## config.mk

```make
export PLATFORM = sky130hd
export DESIGN_NAME = nanov_serial_exec_flat
export DESIGN_NICKNAME = d
export VERILOG_FILES = /design/src/rtl/nanov_serial_exec_if.sv /design/src/rtl/nanov_serial_exec.sv /design/src/flat_wrapper.sv
export SDC_FILE = /design/constraint.sdc
export NUM_CORES = 1
export LEC_CHECK = 0
export CAP_MARGIN = 20
export CORE_UTILIZATION = 50
export CTS_BUF_LIST = sky130_fd_sc_hd__clkbuf_8
export DETAILED_ROUTE_END_ITERATION = 10
export PLACE_DENSITY = 0.68
export SLEW_MARGIN = 20
export SYNTH_ARGS = -nofsm -noshare
export SYNTH_HDL_FRONTEND = slang
export SYNTH_SLANG_ARGS = --single-unit
export TNS_END_PERCENT = 10
```

## constraint.sdc

```tcl
create_clock -name clk -period 11.9 [get_ports clk]
set_clock_uncertainty 0.15 [all_clocks]
set_input_delay 1.19 -clock clk [delete_from_list [all_inputs] [get_ports clk]]
set_output_delay 1.19 -clock clk [all_outputs]
set_load 0.01 [all_outputs]
```

## src/rtl/nanov_serial_exec_if.sv

```systemverilog
// Instruction handshake and retirement bus of the nanoV bit-serial execute unit.
// The fetch/decode side uses the master modport and the execute unit uses the slave modport.
interface nanov_serial_exec_if #(
    parameter int XLEN = 32
);
    logic            instr_valid;
    logic [31:0]     instr;
    logic            instr_ready;
    logic            done;
    logic            illegal;
    logic            store_valid;
    logic [XLEN-1:0] store_data;

    modport master (
        output instr_valid,
        output instr,
        input  instr_ready,
        input  done,
        input  illegal,
        input  store_valid,
        input  store_data
    );

    modport slave (
        input  instr_valid,
        input  instr,
        output instr_ready,
        output done,
        output illegal,
        output store_valid,
        output store_data
    );
endinterface

```

## src/rtl/nanov_serial_exec.sv

```systemverilog
// nanov_serial_exec: bit-serial execute unit for RV32E OP, OP-IMM and STORE.
// One data bit is processed per clock, LSB first, over XLEN clocks. The unit
// holds its own bit-addressed register file (x0 reads as zero).
// Optional build macro NANOV_SLT_EN: when defined, SLT/SLTU are executed with
// a compare pass followed by a one-cycle FIXUP that writes the result to bit 0.
// When undefined, SLT/SLTU are rejected as illegal.
module nanov_serial_exec #(
    parameter  int XLEN      = 32,
    parameter  int REG_COUNT = 16,
    localparam int RA        = $clog2(REG_COUNT)
) (
    input  logic                  clk,
    input  logic                  rst,
    nanov_serial_exec_if.slave    bus,
    input  logic [RA-1:0]         dbg_addr,
    output logic [XLEN-1:0]       dbg_data
);

    localparam int              CW        = $clog2(XLEN);
    localparam logic [CW-1:0]   K_LAST    = CW'(XLEN - 1);
    localparam logic [6:0]      OPC_OPIMM = 7'b0010011;
    localparam logic [6:0]      OPC_OP    = 7'b0110011;
    localparam logic [6:0]      OPC_STORE = 7'b0100011;

`ifdef NANOV_SLT_EN
    typedef enum logic [1:0] {IDLE, EXEC, FIXUP} state_t;
`else
    typedef enum logic [1:0] {IDLE, EXEC} state_t;
`endif

    // A register field is out of range when it names a register that does not exist.
    function automatic logic f_reg_bad(input logic [4:0] f);
        return (32'(f) >= 32'(REG_COUNT));
    endfunction

    // Full legality check of an incoming instruction word.
    function automatic logic f_illegal(input logic [31:0] w);
        logic bad;
        bad = 1'b0;
        case (w[6:0])
            OPC_OP, OPC_OPIMM: begin
                // Shifts are not supported by this unit.
                if (w[14:12] == 3'b001 || w[14:12] == 3'b101)
                    bad = 1'b1;
`ifndef NANOV_SLT_EN
                if (w[14:12] == 3'b010 || w[14:12] == 3'b011)
                    bad = 1'b1;
`endif
                if (f_reg_bad(w[19:15]) || f_reg_bad(w[11:7]))
                    bad = 1'b1;
                // Bits 24:20 are immediate bits for OP-IMM, so only OP checks rs2.
                if (w[6:0] == OPC_OP && f_reg_bad(w[24:20]))
                    bad = 1'b1;
            end
            OPC_STORE: begin
                if (f_reg_bad(w[19:15]) || f_reg_bad(w[24:20]))
                    bad = 1'b1;
            end
            default: bad = 1'b1;
        endcase
        return bad;
    endfunction

    // Control state
    state_t          r_state;
    logic [CW-1:0]   r_k;
    logic            r_carry;
    logic            r_ill_pend;
    logic            r_done;
    logic            r_illegal;
    logic            r_store_valid;
    logic [XLEN-1:0] r_store_data;

    // Decoded fields of the accepted instruction
    logic [RA-1:0]   r_rd;
    logic [RA-1:0]   r_rs1;
    logic [RA-1:0]   r_rs2;
    logic [2:0]      r_f3;
    logic            r_is_opimm;
    logic            r_is_store;
    logic            r_is_sub;
    logic [11:0]     r_imm;

`ifdef NANOV_SLT_EN
    logic            r_slt_res;
`endif

    // Register file, one XLEN-wide word per architectural register
    logic [XLEN-1:0] r_regs [REG_COUNT];

    // Serial datapath wires
    logic [XLEN-1:0] w_imm;
    logic            w_is_slt;
    logic            w_invert;
    logic            w_a;
    logic            w_b_src;
    logic            w_b;
    logic            w_cin;
    logic            w_sum;
    logic            w_cout;
    logic            w_res;
    logic            w_last;
    logic            w_we;
    logic [CW-1:0]   w_wr_idx;
    logic            w_wr_bit;

    // Sign-extended I-immediate, one wire per bit position
    genvar gi;
    generate
        for (gi = 0; gi < XLEN; gi++) begin : g_imm
            if (gi < 12) begin : g_low
                assign w_imm[gi] = r_imm[gi];
            end else begin : g_ext
                assign w_imm[gi] = r_imm[11];
            end
        end
    endgenerate

`ifdef NANOV_SLT_EN
    assign w_is_slt = !r_is_store && (r_f3 == 3'b010 || r_f3 == 3'b011);
`else
    assign w_is_slt = 1'b0;
`endif

    // Subtraction and compares add the inverted B operand with carry-in 1.
    assign w_invert = r_is_sub || w_is_slt;
    assign w_a      = r_regs[r_rs1][r_k];
    assign w_b_src  = r_is_opimm ? w_imm[r_k] : r_regs[r_rs2][r_k];
    assign w_b      = w_b_src ^ w_invert;
    assign w_cin    = (r_k == '0) ? w_invert : r_carry;
    assign w_sum    = w_a ^ w_b ^ w_cin;
    assign w_cout   = (w_a & w_b) | (w_cin & (w_a ^ w_b));
    assign w_last   = (r_k == K_LAST);

    // Result bit for the current position; compares write zeros above bit 0.
    always_comb begin
        w_res = 1'b0;
        case (r_f3)
            3'b000:  w_res = w_sum;
            3'b100:  w_res = w_a ^ w_b_src;
            3'b110:  w_res = w_a | w_b_src;
            3'b111:  w_res = w_a & w_b_src;
            default: w_res = 1'b0;
        endcase
    end

`ifdef NANOV_SLT_EN
    logic w_slt_res;
    // Unsigned: borrow out means a < b. Signed: differing signs decide directly.
    assign w_slt_res = (r_f3 == 3'b011) ? ~w_cout
                                        : ((w_a ^ w_b_src) ? w_a : w_sum);
`endif

    // Register-file write port selection: one bit per clock.
    always_comb begin
        w_we     = 1'b0;
        w_wr_idx = r_k;
        w_wr_bit = w_res;
        if (r_state == EXEC && !r_is_store && r_rd != '0) begin
            w_we = 1'b1;
            // Bit 0 of a compare is reserved for the FIXUP write.
            if (w_is_slt && r_k == '0)
                w_we = 1'b0;
        end
`ifdef NANOV_SLT_EN
        if (r_state == FIXUP && r_rd != '0) begin
            w_we     = 1'b1;
            w_wr_idx = '0;
            w_wr_bit = r_slt_res;
        end
`endif
    end

    // Register file: cleared on reset, single-bit writes, x0 never written.
    always_ff @(posedge clk) begin
        if (rst) begin
            for (int i = 0; i < REG_COUNT; i++)
                r_regs[i] <= '0;
        end else if (w_we) begin
            r_regs[r_rd][w_wr_idx] <= w_wr_bit;
        end
    end

    // Control FSM: accept, serial execute, optional compare fixup, retire pulses.
    always_ff @(posedge clk) begin
        if (rst) begin
            r_state       <= IDLE;
            r_k           <= '0;
            r_carry       <= 1'b0;
            r_ill_pend    <= 1'b0;
            r_done        <= 1'b0;
            r_illegal     <= 1'b0;
            r_store_valid <= 1'b0;
            r_store_data  <= '0;
            r_rd          <= '0;
            r_rs1         <= '0;
            r_rs2         <= '0;
            r_f3          <= '0;
            r_is_opimm    <= 1'b0;
            r_is_store    <= 1'b0;
            r_is_sub      <= 1'b0;
            r_imm         <= '0;
`ifdef NANOV_SLT_EN
            r_slt_res     <= 1'b0;
`endif
        end else begin
            r_done        <= 1'b0;
            r_illegal     <= 1'b0;
            r_store_valid <= 1'b0;
            case (r_state)
                IDLE: begin
                    if (r_ill_pend) begin
                        // Rejected instruction retires one cycle after acceptance.
                        r_ill_pend <= 1'b0;
                        r_done     <= 1'b1;
                        r_illegal  <= 1'b1;
                    end else if (bus.instr_valid) begin
                        r_k        <= '0;
                        r_rd       <= bus.instr[7 +: RA];
                        r_rs1      <= bus.instr[15 +: RA];
                        r_rs2      <= bus.instr[20 +: RA];
                        r_f3       <= bus.instr[14:12];
                        r_is_opimm <= (bus.instr[6:0] == OPC_OPIMM);
                        r_is_store <= (bus.instr[6:0] == OPC_STORE);
                        r_is_sub   <= (bus.instr[6:0] == OPC_OP) && bus.instr[30]
                                      && (bus.instr[14:12] == 3'b000);
                        r_imm      <= bus.instr[31:20];
                        if (f_illegal(bus.instr))
                            r_ill_pend <= 1'b1;
                        else
                            r_state <= EXEC;
                    end
                end
                EXEC: begin
                    r_carry <= w_cout;
                    r_k     <= r_k + 1'b1;
                    if (r_is_store)
                        r_store_data[r_k] <= w_b_src;
                    if (w_last) begin
                        r_state       <= IDLE;
                        r_done        <= 1'b1;
                        r_store_valid <= r_is_store;
`ifdef NANOV_SLT_EN
                        if (w_is_slt) begin
                            r_state   <= FIXUP;
                            r_done    <= 1'b0;
                            r_slt_res <= w_slt_res;
                        end
`endif
                    end
                end
`ifdef NANOV_SLT_EN
                FIXUP: begin
                    r_state <= IDLE;
                    r_done  <= 1'b1;
                end
`endif
                default: r_state <= IDLE;
            endcase
        end
    end

    assign bus.instr_ready = (r_state == IDLE) && !r_ill_pend;
    assign bus.done        = r_done;
    assign bus.illegal     = r_illegal;
    assign bus.store_valid = r_store_valid;
    assign bus.store_data  = r_store_data;
    assign dbg_data        = r_regs[dbg_addr];

endmodule

```

## src/flat_wrapper.sv

```systemverilog
// flat-port wrapper written by rule: the top's interface ports become plain ports
module nanov_serial_exec_flat 
#(
    parameter  int XLEN      = 32,
    parameter  int REG_COUNT = 16,
    localparam int RA        = $clog2(REG_COUNT)
)
  (clk, rst, dbg_addr, dbg_data, bus_instr_valid, bus_instr, bus_instr_ready, bus_done, bus_illegal, bus_store_valid, bus_store_data);
  nanov_serial_exec_if #(.XLEN(XLEN)) bus_i ();
  input  logic clk;
  input  logic rst;
  input  logic [RA-1:0] dbg_addr;
  output logic [XLEN-1:0] dbg_data;
  input wire logic [$bits(bus_i.instr_valid)-1:0] bus_instr_valid;
  input wire logic [$bits(bus_i.instr)-1:0] bus_instr;
  output wire logic [$bits(bus_i.instr_ready)-1:0] bus_instr_ready;
  output wire logic [$bits(bus_i.done)-1:0] bus_done;
  output wire logic [$bits(bus_i.illegal)-1:0] bus_illegal;
  output wire logic [$bits(bus_i.store_valid)-1:0] bus_store_valid;
  output wire logic [$bits(bus_i.store_data)-1:0] bus_store_data;
  assign bus_i.instr_valid = bus_instr_valid;
  assign bus_i.instr = bus_instr;
  assign bus_instr_ready = bus_i.instr_ready;
  assign bus_done = bus_i.done;
  assign bus_illegal = bus_i.illegal;
  assign bus_store_valid = bus_i.store_valid;
  assign bus_store_data = bus_i.store_data;
  nanov_serial_exec #(.XLEN(XLEN), .REG_COUNT(REG_COUNT)) u_core (.clk(clk), .rst(rst), .bus(bus_i), .dbg_addr(dbg_addr), .dbg_data(dbg_data));
endmodule
```

# --- After elaboration in Yosys (flattened, before gate mapping) ---
# Memory sizes are Yosys's and may differ from the RTL's. A register that Yosys moved wholly into a read port is not among the register bits.
# Cells that the tools add are included.
totals:
  regBits: 74
  ramBits: 512
  input_bits: 39
  out_inout_bits: 68
  elab_cells: 128
  n_memories: 1
mem_list:
  columns: ["name", "words", "word_bits", "read_ports", "rd_ports_with_merged_regs", "write_ports", "line_no", "rtl"]
  rows:
  - ["u_core.r_regs", 16, 32, 3, 2, 16, "nanov_serial_exec.sv:89", "logic [XLEN-1:0] r_regs [REG_COUNT];"]
op_classes:
  add_sub_neg: 1
  magnitude_cmp: 5
  eq_ne: 16
  mux: 49
  bitwise: 13
  reduce_logical: 27
ops:
  columns: ["cell", "count"]
  rows:
  - ["two-way mux 32 bit", 3]
  - ["bitwise mux 32 bit", 1]
  - ["OR reduction 32 bit", 1]
  - ["two-way mux 1 bit", 25]
  - ["two-way mux 4 bit", 5]
  - ["binary-select mux 1 bit (select 5 bit)", 3]
  - ["greater-or-equal comparator 5 bit, second input constant", 3]
  - ["== test 7 x 6 -> 1 bit, second input constant", 2]
  - ["== test 3 bit, second input constant", 4]
  - ["two-way mux 5 bit", 2]
  - ["one-hot mux 5 bit (2 select lines)", 1]
  - ["two-way mux 2 bit", 4]
  - ["== test 7 x 5 -> 1 bit, second input constant", 1]
  - ["logical AND 1 bit", 7]
  - ["== test 3 x 2 -> 1 bit, second input constant", 2]
  - ["logical NOT 3 bit", 2]
  - ["< comparator 5 x 6 -> 1 bit, second input constant", 1]
  - ["!= test 2 bit, second input constant", 3]
  - ["AND reduction 3 bit", 2]
  - ["adder 5 x 1 -> 5 bit, second input constant", 1]
  - ["demux 1 bit (select 5 bit)", 1]
  - ["== test 5 bit, second input constant", 1]
  - ["greater-or-equal comparator 5 x 1 -> 1 bit, second input constant", 1]
  - ["logical NOT 5 bit", 1]
  - ["other kinds (19)", 34]

# --- Logic depth before layout (Yosys ltp) ---
# Gate-level depths: netlist of run 1.
logic_depth:
  ltp_word: 15
  depth_mapped: 22
  mapped_depth_nobuf: 15

# --- Worst setup path before layout of run 1 ---
# OpenSTA, ideal clock, no wires.
synth_timing:
  kind: "flip-flop to flip-flop"
  startpoint: "reg (tool-made name)"
  endpoint: "mem u_core.r_regs[1][10] (data pin)"
  setup_ps: 141
  arrival_time_ps: 4730
  t_required_ps: 11609
  setup_slack_ps: 6879
  path_stages_with_launch: 17
  path_buffers: 4
  synth_period_minus_slack_ps: 5021
  cell_sequence: "dfxtp_1 buf_2 buf_1 mux4_2 mux4_2 mux4_2 nor2_1 nor2_1 o21ai_0 inv_1 fa_1 nor2_1 a211oi_1 clkbuf_1 nand3_1 clkbuf_1 nor2_1"
synth_rtl:
  columns: ["element", "line_no"]
  rows:
  - ["to (decl)", "nanov_serial_exec.sv:89"]

==> summary by stage, run 1 <==
CTS
The largest buffer count on any clock path is 3. The total CTS buffers is 99. The number of cells upsized or downsized after cts is 0. The tree built by TritonCTS fans out to around 590 sinks. The hold buffer count at cts is 0. After clock tree synthesis, the clock-pin slew on the worst setup and hold paths is roughly 0.060 ns. TritonCTS built the clock tree. The maximum level of the CTS H-tree is 3.

The clock latency on the worst-skew pair is roughly 0.74 ns. The buffer count from post-CTS setup fixing is 0. The cell at the root of the clock tree is clkbuf_8.

Synthesis
Counting flops with an async set or reset pin after synthesis yields a share of 0%. After synthesis, the cell types taking the most area are edfxtp_1 (41%), mux4_2 (27%), o21bai_1 (9.6%), nor2_1 (5.3%), dfxtp_1 (4.1%). The biggest area contributor in the post-synthesis netlist is edfxtp_1. The synthesized netlist occupies a cell area of around 38000 um^2. The sequential area share after synthesis is a little under half.

The number of distinct library cells after synthesis is 53. The count of flip-flops with a built-in enable after synthesis is approximately 510. The cell count after synthesis came out at between 3000 and 4000.

In this run, synthesis produced a sequential element count of 589. The synthesis warning total is 0. For this run, the leading register cell type out of synthesis is edfxtp_1. Dividing the synthesized area by the synthesized cell count gives 12.4 um^2. In this run the biggest area consumer among cell types represents 40.9% of the synthesized area.

Drt
For this block, the initial DRC count from the detailed router was 4320. The total wirelength of the detailed-routed design is approximately 120000 um. For this run, the detailed router's first-pass iteration total came to 8. The routed via count is between 20000 and 30000.

The number of nets still failing antenna checks after routing is 0. Using the TritonRoute via totals, the vias-per-cell ratio works out to between 7 and 8. For this run, design rule violations remaining after detail routing come to 0. Dividing the detail-routed wire length by the instance count gives 31.4 um.

Layout
The finished cells cover around 41000 um^2. Excluding fillers, the count of instances in the completed layout stands at 3927. The utilization after layout is a little over half. The signed area change from the synthesized netlist to the final layout is 8.57%. The library cell used most frequently in the layout, excluding fill and tap cells, is nor2_1. The number of nets in the finished design is slightly below 3000.

The library cells used most frequently in the layout, excluding fill and tap cells, are nor2_1 (528), edfxtp_1 (512), o21bai_1 (480), mux4_2 (444), nand2_1 (161). The share of final-layout standard cells stronger than drive strength 1 is 23.5%.

Timing
The maximum clock rate is ~140 MHz. The worst-case headroom to the max-slew limit is a little under an eighth. Dividing the final minimum period by the clock period gives between 50% and 60%.

Summed over all failing endpoints, the final setup total negative slack is 0 ns. Setup repair after global routing left no endpoint under its margin. The number of hold violations in the final report is 0. The total setup violations reported at the end of the flow is 0. The post-route minimum period is about 7 ns.

The tightest hold path in the finished design has a slack of 0.302 ns. For the pin with the worst max-slew slack, the measured transition is between 1 and 1.5 ns. The number of slew-limit violations in the final report is 0.

Power
The worst-case IR drop observed on VDD is roughly 0.076 mV. The areal power density over the cells is around 120 nW/um^2. The static power due to leakage is between 10 and 15 nW.

Setup path
The slowest cell on the critical path is buf_4. The number of buffers and inverters on the critical path is 5. The start-to-end type of the worst setup path is register to register.

Of all nets on the critical path, the largest fanout is between 50 and 60. Data on the critical path is required at its endpoint by about 12 ns. Walking the worst path, the cells encountered are buf_4, buf_4, mux4_2, mux4_2, mux4_2, nor2_1, nor2_1, o21ai_0, inv_1, fa_1, nor2_1, a211oi_2, buf_4, nand3_2, buf_4, nor2_1.

In this design, the stage delay of the slowest critical-path cell is between 0.8 and 0.9 ns. The top cell family by delay on the critical path is buffers and inverters. At the worst endpoint, the arrival time is roughly 7.4 ns. The worst setup path is launched from a register. The kind of capture point of the worst setup path is a register.

Floorplan
Measured along the x axis, the die boundary spans 276 um. The number of rows in the core area is 100. The floorplan step defined a die boundary enclosing 76300 um^2. Once the floorplan was initialized, standard cells occupied 50.5% of the core. The I/O pin total is 107. The core outline area is 74400 um^2. Measured along the y axis, the die boundary spans approximately 280 um.

GRT
The remaining global-route overflow is 0. Entering global routing, the biggest net connects roughly 280 pins. The via count of the first global-routing pass was 27300.

In the global route stage, overall resource usage came out at between 30% and 40%. The initial antenna violation count is 3. The global-route wire length before repair is approximately 180000 um.

Place
The congestion estimate from routability-driven global placement came to slightly above 0.9. The placed wire-length estimate is between 70000 and 80000 um. The count of buffers added on input and output ports is around 110. The placed standard-cell area is between 30000 and 40000 um^2. The number of placed instances, taps included is roughly 3700.

Worst hold path
The path class of the tightest hold or removal check is register to register.

Run
Max-cap violations in this run came to 0.

Run status
The flow ran to the end, and the final reports show no timing, DRC or antenna violations.
==> final timing paths <==
kind,from,to,slack [ns],cells after the start
worst max-delay path,register,u_core.r_regs[12][29]$_SDFFCE_PN0P_,4.86,16
worst min-delay path,u_core.r_rs1[0]$_SDFFE_PP0P_,register,0.30,2
worst max register to register,register,u_core.r_regs[12][29]$_SDFFCE_PN0P_,4.86,16
worst min register to register,u_core.r_rs1[0]$_SDFFE_PP0P_,register,0.30,2
==> flip-flops by register name, summed over array words and instances, names as in the netlist, named ones only <==
name	cells
u_core.r_ill_pend	1
u_core.r_is_opimm	1
u_core.bus.done	1
u_core.r_is_store	1
u_core.r_rd	4
u_core.r_k	5
u_core.r_f3	3
u_core.bus.illegal	1
u_core.r_regs	512
u_core.r_is_sub	1
u_core.r_rs1	4
u_core.r_state	1
u_core.bus.store_valid	1
u_core.bus.store_data	32
u_core.r_carry	1
u_core.r_imm	12
==> worst reg2reg max path: cells and delay by family (launching register included) <==
kind                     cells  cell delay (ns)
AO/OA/AOI/OAI                2             0.57
buffers and inverters        5             2.57
AND/OR/NAND/NOR              5             0.84
flip-flops                   1             0.68
multiplexers                 3             1.53
adder cells (fa/ha/maj)      1             0.52
==> Yosys cell counts (15+ instances only) <==
library cell  count
a21oi_1          41
edfxtp_1        512
buf_2            26
dfxtp_1          77
nor2_1          528
nand3b_1         39
o31ai_1          32
nor2b_1          15
clkbuf_1        365
buf_1            37
mux2i_1          40
nand4_1          23
o21bai_1        480
mux4_2          444
nand3_1          31
nand2_1         169
a22oi_1          25
==> cell families (layout without fill, tap and decap cells) <==
| group | count (synthesis) | in the layout | share of synthesized area [%] |
|---|---|---|---|
| buffers and inverters | 447 | 344 | 4.71 |
| DFF | 589 | 589 | 45.0 |
| AOI/OAI and AO/OA | 621 | 621 | 12.2 |
| adders and majority gates | 8 | 8 | 0.286 |
| and+or+nand+nor | 872 | 872 | 9.96 |
| muxes | 489 | 489 | 27.8 |
| xor gates and xnor gates | 2 | 2 | 0.0466 |
| other | 1 | 33 | 0.00998 |
==> cell type report <==
| type | instances | area [um^2] |
|---|---|---|
| sequential | 589 | 16900 |
| fill | 5971 | 33600 |
| tap | 969 | 1210 |
| clock inverter | 68 | 457 |
| antenna | 1 | 2.50 |
| inverter | 6 | 22.5 |
| multi-input combinational | 2024 | 19200 |
| clock buffer | 108 | 1490 |
| timing repair buffer | 162 | 1530 |
==> per-stage QoR <==
step	total power, mW	worst slack, ns
2_1_floorplan	2.93	6.88
3_3_place_gp	3.16	5.07
3_5_place_dp	3.18	4.91
4_1_cts	5.00	4.89
5_1_grt	5.13	4.65
6_report	5.00	4.86
==> power breakdown <==
group / internal, mW / switching (mW)
combinational: 0.372 / 0.372
sequential: 2.32 / 0.0849
clock: 0.963 / 0.886
==> routing by layer <==
| layer | global-route usage [%] | routed length, um |
|---|---|---|
| met3 | 9.32 | 17800 |
| met5 | 0 | 27 |
| met2 | 48.6 | 55100 |
| met4 | 18.0 | 7570 |
| met1 | 41.7 | 42800 |
(Power assumes the default switching activity.)
==> run 2: changes to the inputs <==
--- a/config.mk
+++ b/config.mk
@@ -9,7 +9,7 @@
 export CORE_UTILIZATION = 50
 export CTS_BUF_LIST = sky130_fd_sc_hd__clkbuf_8
 export DETAILED_ROUTE_END_ITERATION = 10
-export PLACE_DENSITY = 0.68
+export PLACE_DENSITY = 0.7
 export SLEW_MARGIN = 20
 export SYNTH_ARGS = -nofsm -noshare
 export SYNTH_HDL_FRONTEND = slang
==> constraint.sdc (replaced) <==
create_clock -name clk -period 6.32 [get_ports clk]
set_clock_uncertainty 0.15 [all_clocks]
set_input_delay 0.632 -clock clk [delete_from_list [all_inputs] [get_ports clk]]
set_output_delay 0.632 -clock clk [all_outputs]
set_load 0.01 [all_outputs]
==> run 2 against run 1 <==
Compared with the run above:
- via count grew 3.6%
- sequential cell count is the same
- first-iteration DRC count grew 17%
- the flow now finishes with violations (max-slew violations)
- highest routed layer unchanged
- register-to-register slack lost 4.6 ns
- worst setup slack lost 4.6 ns
==> summary by stage, run 2 (synthesized netlist as in run 1, its figures left out) <==
Run status
The run finished, with violations left. The final reports fail on max-slew violations.

Place
The number of placed instances, taps included is between 3000 and 4000. Summed over all nets, the half-perimeter wirelength after detailed placement is approximately 77000 um. The count of port buffers added during placement is roughly 110. OpenSTA, run right after detailed placement, puts the worst setup slack at around 0.13 ns. Routability-driven placement finished with a final weighted congestion of about 0.96.

Setup path
The worst path arrival time is around 6.4 ns. The number of buffer and inverter instances along the worst setup path is 3. The largest incremental delay on the critical path is just under 0.8 ns. Broken down by cell family, the worst path's largest delay share belongs to simple AND/OR/NAND/NOR gates. STA puts the critical path data required time at ~6.7 ns. The sort of element at the start of the critical path is a register. The critical-path maximum fanout is 29.

On the critical path, the stage with the largest delay is an instance of dfxtp_4. The start-to-end type of the worst setup path is register to register. In this design, the critical path's most frequently occurring cell is nand4_1. The signal on the critical path passes through buf_12, inv_2, or3_1, nand4_1, nand4_1, nor4_1, nand4_1, o41ai_4, xnor2_1, fa_1, nor2_1, a211oi_4, nand3_2, buf_12, nor2_1. The worst setup path is captured at a register.

Run
Across the run, the number of max-cap violations was 0.

Floorplan
between 100 and 150 I/O pins were placed. The starting density of the core is between 50% and 60%. The die is 276 um tall. The die covers roughly 76000 um^2.

The die is around 280 um wide. The number of rows in the core area is 100. The core outline area is around 74000 um^2.

CTS
The clock latency on the worst-skew pair is roughly 0.75 ns. The number of clock buffers added by TritonCTS is 98. Clock-pin slew was measured on the worst setup and hold paths at 0.07 ns. The cell at the root of the clock tree is clkbuf_8. The largest buffer count on any clock path is 3. TritonCTS built the clock tree. The total clock sinks is about 590.

The hold buffer count at cts is 0. The maximum level of the CTS H-tree is 3.

Timing
The number of hold violations in the final report was 0. The part of the cycle the worst path needs is between 90% and 100%. The number of slew-limit violations in the final report came to 97.

The post-route minimum period is approximately 6.1 ns. Setup violations remaining at the end of the flow were counted as 0. The worst path setup slack after routing is 0.250 ns. The maximum clock rate is approximately 160 MHz. The measured slew at the worst slew-check pin is between 1.5 and 2 ns.

The worst-case headroom to the max-slew limit is -4.25%. Setup repair after global routing left no endpoint under its margin. After routing, the total negative slack on setup checks comes to 0 ns.

Layout
The finished layout holds approximately 4000 standard cells, fillers aside. The most common cell after layout, fill and taps aside is nor2_1. The number of filler instances in the final layout is a little under 6000.

The total area of multi-input combinational cells is about 19000 um^2. Relative to the synthesized area, the layout overhead comes to 10.9%. The utilization after layout is a little under three fifths.

Leaving out fill and tap cells, the most frequent cells in the layout are nor2_1 (528), edfxtp_1 (512), o21bai_1 (480), mux4_2 (444), nand2_1 (161). The register with the most flip-flops is u_core.r_regs. Across the whole layout, storage elements account for between 15000 and 20000 um^2. The number of nets in the finished design is ~3000. In the final layout, the share of cells above drive strength 1 is about a quarter. The register with the most flip-flops in the layout has between 500 and 600 of them.

GRT
After global routing the overflow that remains totals 0. The global-route wire length before repair is 188000 um. Global routing used around 34% of the available tracks across all layers. The maximum number of pins on one net before global-route repair is 269. The via count of the first global-routing pass is ~28000.

The initial antenna violation count is 5.

Drt
The residual DRC count is 0. Summed over all layers, the routed wires come to 129000 um. The total iterations of the first detailed-routing run is 8. The routed via count is around 29000. The initial DRC count is slightly above 5000.

The average wire per cell in the routed design is about 32 um. The post-detailed-route via-to-cell ratio is 7.22. Once detail routing completed, the nets flagged for antenna violations numbered 0.

Power
The areal power density over the cells is roughly 230 nW/um^2. VDD sags by at most 0.153 mV. The static power due to leakage is ~13 nW.

Worst hold path
The worst min-delay path class is input port to register.
-- run 2: final timing paths --
path                                     start                            endpoint  slack, ns  depth (start not counted)
setup reg to reg                      register  u_core.r_regs[4][31]$_SDFFCE_PN0P_       0.25                         15
setup / recovery                      register  u_core.r_regs[4][31]$_SDFFCE_PN0P_       0.25                         15
hold / removal                             rst      u_core.r_ill_pend$_SDFFE_PP0N_       0.26                          2
hold reg to reg   u_core.r_imm[6]$_SDFFE_PP0P_        u_core.r_imm[6]$_SDFFE_PP0P_       0.31                          2
-- run 2: what timing repair did --
item / in CTS / in global routing
hold endpoints to repair: 0 / 0
setup buffers: 0 / 0
resized for setup: 0 / 1
endpoints found under the setup margin: 0 / 212
-- run 2: area by class of cell --
class / count / area share (%)
clock inverter: 67 / 0.948
timing repair buffer: 229 / 5.84
sequential: 589 / 40.6
antenna: 2 / 0.0120
multi-input combinational: 2024 / 45.9
clock buffer: 112 / 3.70
tap: 969 / 2.91
inverter: 6 / 0.0540
-- run 2: worst reg2reg max path: stages, from the launching register on --
cell and delay, ns:
dfxtp_4 0.79, buf_12 0.34, inv_2 0.33, or3_1 0.47, nand4_1 0.09, nand4_1 0.09
nor4_1 0.51, nand4_1 0.24, o41ai_4 0.60, xnor2_1 0.18, fa_1 0.53, nor2_1 0.07
a211oi_4 0.65, nand3_2 0.31, buf_12 0.32, nor2_1 0.18
-- run 2: per-layer routing --
metal	GRT usage [%]	vias up	part of all wire [%]	wire, um
met3	9.81	572	15	19500
met4	19.3	6	6.4	8270
met1	43.7	14300	34	43800
li1	-	11400	-	-
met5	0	-	0.036	46
met2	50.6	2588	45	57500
-- run 2: through the flow --
stage / total power [mW] / area, um^2 / hold WS (ns)
after floorplan: 5.53 / 37700 / 0.283
after global placement: 6.00 / 39700 / 0.285
after detailed placement: 6.05 / 39700 / 0.298
after CTS: 9.41 / 41700 / 0.266
after global routing: 9.67 / 41700 / 0.323
final: 9.46 / 41700 / 0.264
-- run 2: where the power goes --
group          internal, mW  total, mW  switching [mW]
clock                  1.78       3.45            1.67
combinational         0.738       1.46           0.722
sequential             4.38       4.55           0.175
